File: config.mk
export PLATFORM = sky130hd
export DESIGN_NAME = mantissa_align
export DESIGN_NICKNAME = d
export VERILOG_FILES = /design/src/rtl/mantissa_align.sv
export SDC_FILE = /design/constraint.sdc
export NUM_CORES = 1
export LEC_CHECK = 0
export ABC_AREA = 0
export CORE_AREA = 5 5 120 122
export DETAILED_ROUTE_END_ITERATION = 10
export DIE_AREA = 0 0 125 127
export GPL_TIMING_DRIVEN = 0
export MAX_ROUTING_LAYER = met4
export PLACE_DENSITY = 0.74
export REMOVE_ABC_BUFFERS = 1
export SLEW_MARGIN = 20
export SYNTH_ARGS = -nofsm -noshare
export SYNTH_HDL_FRONTEND = slang
export SYNTH_SLANG_ARGS = --single-unit
export TNS_END_PERCENT = 5
File: constraint.sdc
create_clock -name clk -period 3 [get_ports clk]
set_clock_uncertainty 0.05 [all_clocks]
set_input_delay 0.45 -clock clk [delete_from_list [all_inputs] [get_ports clk]]
set_output_delay 0.45 -clock clk [all_outputs]
set_load 0.05 [all_outputs]
File: src/rtl/mantissa_align.sv
// mantissa_align: orders the two operands of a floating-point add as
// large/small and right-aligns the small mantissa into a
// guard/round/sticky-extended word. Two valid-qualified pipeline stages;
// data registers hold their contents while their stage is idle.
module mantissa_align #(
  parameter int MANT_W = 24,
  parameter int EXT_W  = MANT_W + 3
) (
  input  logic              clk,
  input  logic              rstn,            // synchronous, active-high
  input  logic              valid_in,
  input  logic              swap,
  input  logic [7:0]        different,
  input  logic [7:0]        larger_exponent,
  input  logic              signA,
  input  logic              signB,
  input  logic [MANT_W-1:0] mantissaA,
  input  logic [MANT_W-1:0] mantissaB,
  output logic              valid_out,
  output logic [7:0]        exponent_out,
  output logic              sign_large,
  output logic              sign_small,
  output logic [EXT_W-1:0]  mantissa_large,
  output logic [EXT_W-1:0]  mantissa_small
);

  // Guard/round/sticky bits appended below the mantissa.
  localparam int GRS_W   = EXT_W - MANT_W;
  // Shift register width must hold the clamp value EXT_W itself.
  localparam int SHIFT_W = $clog2(EXT_W + 1);

  localparam logic [7:0]         EXT_W_B = 8'(EXT_W);
  localparam logic [SHIFT_W-1:0] EXT_W_S = SHIFT_W'(EXT_W);

  // ---------------------------------------------------------------------
  // Stage 1 state
  // ---------------------------------------------------------------------
  logic               s1_valid;
  logic [7:0]         s1_exp;
  logic               s1_sign_l;
  logic               s1_sign_s;
  logic [MANT_W-1:0]  s1_mant_l;
  logic [MANT_W-1:0]  s1_mant_s;
  logic [SHIFT_W-1:0] s1_shift;

  // Stage 1 combinational selects
  logic               sel_sign_l;
  logic               sel_sign_s;
  logic [MANT_W-1:0]  sel_mant_l;
  logic [MANT_W-1:0]  sel_mant_s;
  logic [SHIFT_W-1:0] clamp_shift;

  // Stage 2 combinational alignment
  logic [EXT_W-1:0]   ext_small;
  logic [EXT_W-1:0]   lost_mask;
  logic [EXT_W-1:0]   aligned_small;
  logic [EXT_W-1:0]   ext_large;

  // Operand ordering and shift clamp. Equal exponents leave A as large,
  // since the upstream stage only raises swap when B's exponent is bigger.
  always_comb begin
    // NOTE: every output of a combinational block gets a default before any
    // branch, so no path leaves a value unassigned and no latch is inferred.
    sel_sign_l  = signA;
    sel_sign_s  = signB;
    sel_mant_l  = mantissaA;
    sel_mant_s  = mantissaB;
    clamp_shift = different[SHIFT_W-1:0];
    if (swap) begin
      sel_sign_l = signB;
      sel_sign_s = signA;
      sel_mant_l = mantissaB;
      sel_mant_s = mantissaA;
    end
    // Any shift of EXT_W or more moves every bit into sticky, so larger
    // differences collapse onto EXT_W and the stage-1 register stays narrow.
    if (different >= EXT_W_B) begin
      clamp_shift = EXT_W_S;
    end
  end

  // Stage 1 register: valid always follows valid_in, data loads only on valid.
  always_ff @(posedge clk) begin
    // NOTE: data registers are cleared on reset along with the valids, so
    // the outputs read as zero right after reset instead of stale values.
    if (rstn) begin
      // NOTE: sequential state uses non-blocking assignment so every
      // register samples pre-edge values regardless of statement order.
      s1_valid  <= 1'b0;
      s1_exp    <= '0;
      s1_sign_l <= 1'b0;
      s1_sign_s <= 1'b0;
      s1_mant_l <= '0;
      s1_mant_s <= '0;
      s1_shift  <= '0;
    end else begin
      s1_valid <= valid_in;
      if (valid_in) begin
        s1_exp    <= larger_exponent;
        s1_sign_l <= sel_sign_l;
        s1_sign_s <= sel_sign_s;
        s1_mant_l <= sel_mant_l;
        s1_mant_s <= sel_mant_s;
        s1_shift  <= clamp_shift;
      end
    end
  end

  // Right-shift the extended small mantissa and fold the lost bits into
  // the sticky LSB; a clamped shift leaves only the sticky bit.
  always_comb begin
    ext_small     = {s1_mant_s, {GRS_W{1'b0}}};
    ext_large     = {s1_mant_l, {GRS_W{1'b0}}};
    // Ones in exactly the bit positions that fall off the bottom.
    lost_mask     = ~({EXT_W{1'b1}} << s1_shift);
    aligned_small = '0;
    if (s1_shift >= EXT_W_S) begin
      aligned_small = {{(EXT_W-1){1'b0}}, |s1_mant_s};
    end else begin
      aligned_small = (ext_small >> s1_shift)
                    | {{(EXT_W-1){1'b0}}, |(ext_small & lost_mask)};
    end
  end

  // Stage 2 register: outputs update only while stage 1 holds a transfer.
  always_ff @(posedge clk) begin
    if (rstn) begin
      valid_out      <= 1'b0;
      exponent_out   <= '0;
      sign_large     <= 1'b0;
      sign_small     <= 1'b0;
      mantissa_large <= '0;
      mantissa_small <= '0;
    end else begin
      valid_out <= s1_valid;
      if (s1_valid) begin
        exponent_out   <= s1_exp;
        sign_large     <= s1_sign_l;
        sign_small     <= s1_sign_s;
        mantissa_large <= ext_large;
        mantissa_small <= aligned_small;
      end
    end
  end

endmodule

# Word-level counts from Yosys, hierarchy flattened
# Index checks and enable logic that the tools add are counted.
[word_totals]
in_bits = 70
ff_bits = 126
output_inout_bits = 65
[op_classes]
bitwise_logic = 3
order_cmp = 2
shift = 2
reduce_logical = 2
muxes = 6
[op_table]
columns = ["op", "n"]
rows = [
  ["2-to-1 mux 24 bit", 2],
  ["AND 27 bit", 1],
  ["2-to-1 mux 27 bit", 1],
  ["NOT 27 bit", 1],
  ["bitwise OR 27 x 1 -> 27 bit", 1],
  ["OR reduction 27 bit", 1],
  ["left shift 27 x 5 -> 27 bit, first input constant", 1],
  ["right shift 27 x 5 -> 27 bit", 1],
  ["OR reduction 24 bit", 1],
  [">= comparator 8 x 5 -> 1 bit, second input constant", 1],
  [">= comparator 5 bit, second input constant", 1],
  ["2-to-1 mux 5 bit", 1],
  ["2-to-1 mux 1 bit", 2],
]

# Logic depth before layout (Yosys ltp)
[depth]
ltp_word = 6
depth_mapped = 9

# Worst setup path after synthesis
# OpenSTA, ideal clock, no wires.
[synth_path]
kind = "flip-flop to flip-flop"
start = "register s1_shift[1]"
end = "register mantissa_small[0]"
path_stages_with_launch = 7
setup_ns = 0.124
slack_ns = 1.159
arrival_ns = 1.668
synth_period_minus_slack_ns = 1.841
path_buffers = 1
cell_sequence = "dfxtp_1 buf_6 mux4_2 mux2_2 mux2_4 o21ai_1 a21oi_1"
[synth_via]
elab_chain_cells = 6
word_cells_on_any_way = 8
cone_classes = "1 x order compare; 2 x shift; 1 x mux; 3 x bitwise; 1 x reduce/logical"
[synth_rtl]
columns = ["element", "line_no", "text"]
rows = [
  ["from (decl)", "44", "logic [SHIFT_W-1:0] s1_shift;"],
  ["from (signal assigned)", "104", "s1_shift <= clamp_shift;"],
  ["left shift 27 x 5 -> 27 bit", "115", "lost_mask = ~({EXT_W{1'b1}} << s1_shift);"],
  ["NOT 27 bit", "115", ""],
  ["AND 27 bit", "121", "| {{(EXT_W-1){1'b0}}, |(ext_small & lost_mask)};"],
  ["OR reduction 27 bit", "121", ""],
  ["bitwise OR 27 x 1 -> 27 bit", "121", ""],
  ["2-to-1 mux 27 bit (*)", "117", "if (s1_shift >= EXT_W_S) begin"],
  ["to (signal assigned)", "141", "mantissa_small <= aligned_small;"],
  ["to (decl)", "24", "output logic [EXT_W-1:0] mantissa_small"],
]
# Every way passes the cells marked *; elsewhere a longest branch is shown, timed or not.
# A chain may end at the register's enable or synchronous reset.

# Worst setup path in the final report
[layout_path]
start = "register s1_shift[4]"
end = "register mantissa_small[0]"
# The elaborated chain is that of the path after synthesis.

==> results.toml <==
[status]
run_status = "finished, final reports clean"

[power]
vdd_drop_max_mv = 0.430
cellPowerDensity_nw_per_um2 = 581
design_power_total_mw = 4.90
total_leakage_power_nw = 3.24

[route]
route.antenna.remaining_nets = 0
post-route-drc-count = 0
met3_wirelength_um = 900
routed_wire_length_per_instance_um = 17.3
routed_wirelength_mm = 17.2
dr.max_layer_used = "met4"
wirelength_met1_mm = 7.66
vias_per_cell = 5.69
routed-via-count = 5647
dr.pass1.iters = 5
dr.first_iter.drc_count = 355
detailroute.wirelength.met2_mm = 8.18

[layout]
fin_nets = 873
final_layout_size_suffix_gt1_share_pct = 9.31
fill_count = 1088
diodes = 0
most-common-layout-cells = "138 x sky130_fd_sc_hd__nor2_1, 128 x sky130_fd_sc_hd__clkdlybuf4s50_1, 121 x sky130_fd_sc_hd__dfxtp_1"
final_cell_area_um2 = 8430
final_common_cell = "sky130_fd_sc_hd__nor2_1"
area_overhead_vs_synth_pct = 30.9
post-route-util_pct = 64.4

[floorplanning]
die_w_um = 125
vertical_extent_of_the_die_um = 127
rows = 42
boundaryPins = 135
initial_util_pct = 49.2
coreArea_um2 = 13100
die_area_um2 = 15900

[placement]
gp_congestion = 0.864
port_buffers = 131
postPlaceCellArea_um2 = 7800
dp_hpwl_mm = 12.1

[global_routing]
pin_count_of_the_biggest_net_entering_global_routing = 84
grt_pass1_wl_mm = 28.2
first_global_vias = 5571
globalRouteOverflowTotal = 0
grt.total_usage_pct = 22.1
initial_antenna_violation_count = 0

[clock_network]
cts-htree-levels = 4
post-cts-setup-buffers = 0
cts.clk_slew.worst_paths_ns = 0.06
clk-insertion-delay-late_ns = 0.42
ctsLongestPathBuffers = 2
cts_hold_buffers = 0
clock_sink_count = 126
numCtsBuffers = 17
cts-root-buf = "sky130_fd_sc_hd__clkbuf_16"
tritoncts = "yes"
post_cts_resized = 0

[worst_hold_path]
hold_crit_path_type = "reg -> reg"

[critical_path]
ff2ff_setup_slack_ns = 0.55
slowest_delay_ns = 0.96
critical_path_peak_fanout = 26
path_class = "reg -> reg"
worst_setup_path_start_kind = "flip-flop"
crit_path_cell_trace = "nor2_1 > a32oi_1 > o22ai_1 > a2111oi_2 > o311a_1 > a21oi_1"
cp_slowest_cell = "sky130_fd_sc_hd__dfxtp_1"
cp_data_required_time_ns = 3.26
setup.worst_path.end_class = "flip-flop"
cp.arrival_ns = 2.70

[sta]
setup_tns_ns = 0
final-hold-violation-count = 0
max_freq_ghz = 0.409
setup_repair_after_global_routing_missed_its_margin = "no"
finalSetupViolCount = 0
worstMarginPinSlew_ns = 0.982
final_period_utilization_pct = 81.5
final-max-slew-violation-count = 0
max-slew-margin-rel_pct = 34.4
layout_min_cycle_time_ns = 2.45

[logic_synthesis]
synth_largest_type_area_fraction_pct = 39.2
synth.top_cells.by_area = "sky130_fd_sc_hd__dfxtp_1 39%, sky130_fd_sc_hd__mux2i_1 18%, sky130_fd_sc_hd__nor2_1 8.0%"
asyncSetResetFlopFracSynth_pct = 0
avgSynthCellArea_um2 = 9.06
synth_enable_flop_cells = 0
yosysUniqueCellTypes = 60
synthesis.yosys.warnings = 0
cell_taking_the_most_area_after_synthesis = "sky130_fd_sc_hd__dfxtp_1"
postSynthRegisterBits = 126
synth_seq_area_share_pct = 39.2
dominantRegCellSynth = "sky130_fd_sc_hd__dfxtp_1"
netlist_area_before_placement_um2 = 6440
synthesis.instances = 711

[run]
maxCapViolCount = 0
## worst paths after layout
check,startpoint,endpoint,depth (start not counted)
setup / recovery,s1_shift[4],mantissa_small[0],6
hold / removal,mantissa_small[14],mantissa_small[14],2
setup reg to reg,s1_shift[4],mantissa_small[0],6
hold reg to reg,mantissa_small[14],mantissa_small[14],2
## cells in the mapped netlist, types with 8 or more instances
| master | count |
|---|---|
| sky130_fd_sc_hd__mux2i_1 | 116 |
| sky130_fd_sc_hd__o211ai_1 | 9 |
| sky130_fd_sc_hd__a21oi_1 | 15 |
| sky130_fd_sc_hd__nor2_1 | 138 |
| sky130_fd_sc_hd__clkbuf_1 | 36 |
| sky130_fd_sc_hd__nand2_1 | 37 |
| sky130_fd_sc_hd__a22oi_1 | 8 |
| sky130_fd_sc_hd__buf_1 | 10 |
| sky130_fd_sc_hd__buf_2 | 11 |
| sky130_fd_sc_hd__dfxtp_1 | 126 |
| sky130_fd_sc_hd__mux4_2 | 8 |
| sky130_fd_sc_hd__o21ai_1 | 12 |
| sky130_fd_sc_hd__a211oi_1 | 60 |
## critical path: cells and delay by family, from the launching register on
kind	cells	cell delay [ns]
DFF	1	0.96
AOI/OAI and AO/OA	5	0.94
and+or+nand+nor	1	0.37
## cells by family (layout without fill, tap and decap cells)
kind of cell / count (synthesis) / count (layout) / synth area share, %
compound gates: 158 / 158 / 18.0
other cells: 1 / 3 / 0.0582
buf+inv: 74 / 177 / 5.21
simple gates: 212 / 212 / 13.8
flops: 126 / 126 / 39.2
mux: 140 / 140 / 23.8
## routing by layer
metal / vias to the layer above / track usage, %
li1: 2788 / -
met1: 2641 / 27.2
met2: 175 / 35.1
met3: 43 / 4.76
met4: 0 / 9.89
met5: - / -
## state kept, by name, indices dropped and copies added, names as in the netlist
name            flops
valid_out           1
s1_mant_l          24
s1_exp              8
mantissa_large     24
sign_small          1
mantissa_small     27
s1_valid            1
s1_mant_s          24
sign_large          1
s1_sign_l           1
s1_shift            5
exponent_out        8
s1_sign_s           1
## area by class of cell
type                    instances  area, um^2  share of cell area, %
multi-input cells             513        3590                   42.6
flip-flops and latches        126        2530                   30.0
repair buffers                137        1430                   17.0
clock buffers                  18         439                   5.21
well taps                     176         220                   2.61
clock inverters                14         190                   2.26
inverters                       8        30.0                  0.356
## power by group
| part | internal, mW | switching (mW) | total, mW | leakage (nW) |
|---|---|---|---|---|
| sequential | 1.77 | 0.127 | 1.89 | 1.04 |
| combinational | 0.370 | 0.455 | 0.825 | 1.89 |
| clock | 1.41 | 0.769 | 2.18 | 0.306 |
## metrics by stage
step	setup WS [ns]	cells	hold slack [ns]
after floorplan	-0.0718	647	0.408
after global placement	-2.42	954	0.382
after detailed placement	0.498	960	0.395
after CTS	0.570	992	0.403
after global routing	0.333	992	0.411
final	0.555	992	0.398
No activity file was read; power rests on OpenSTA's default activity.
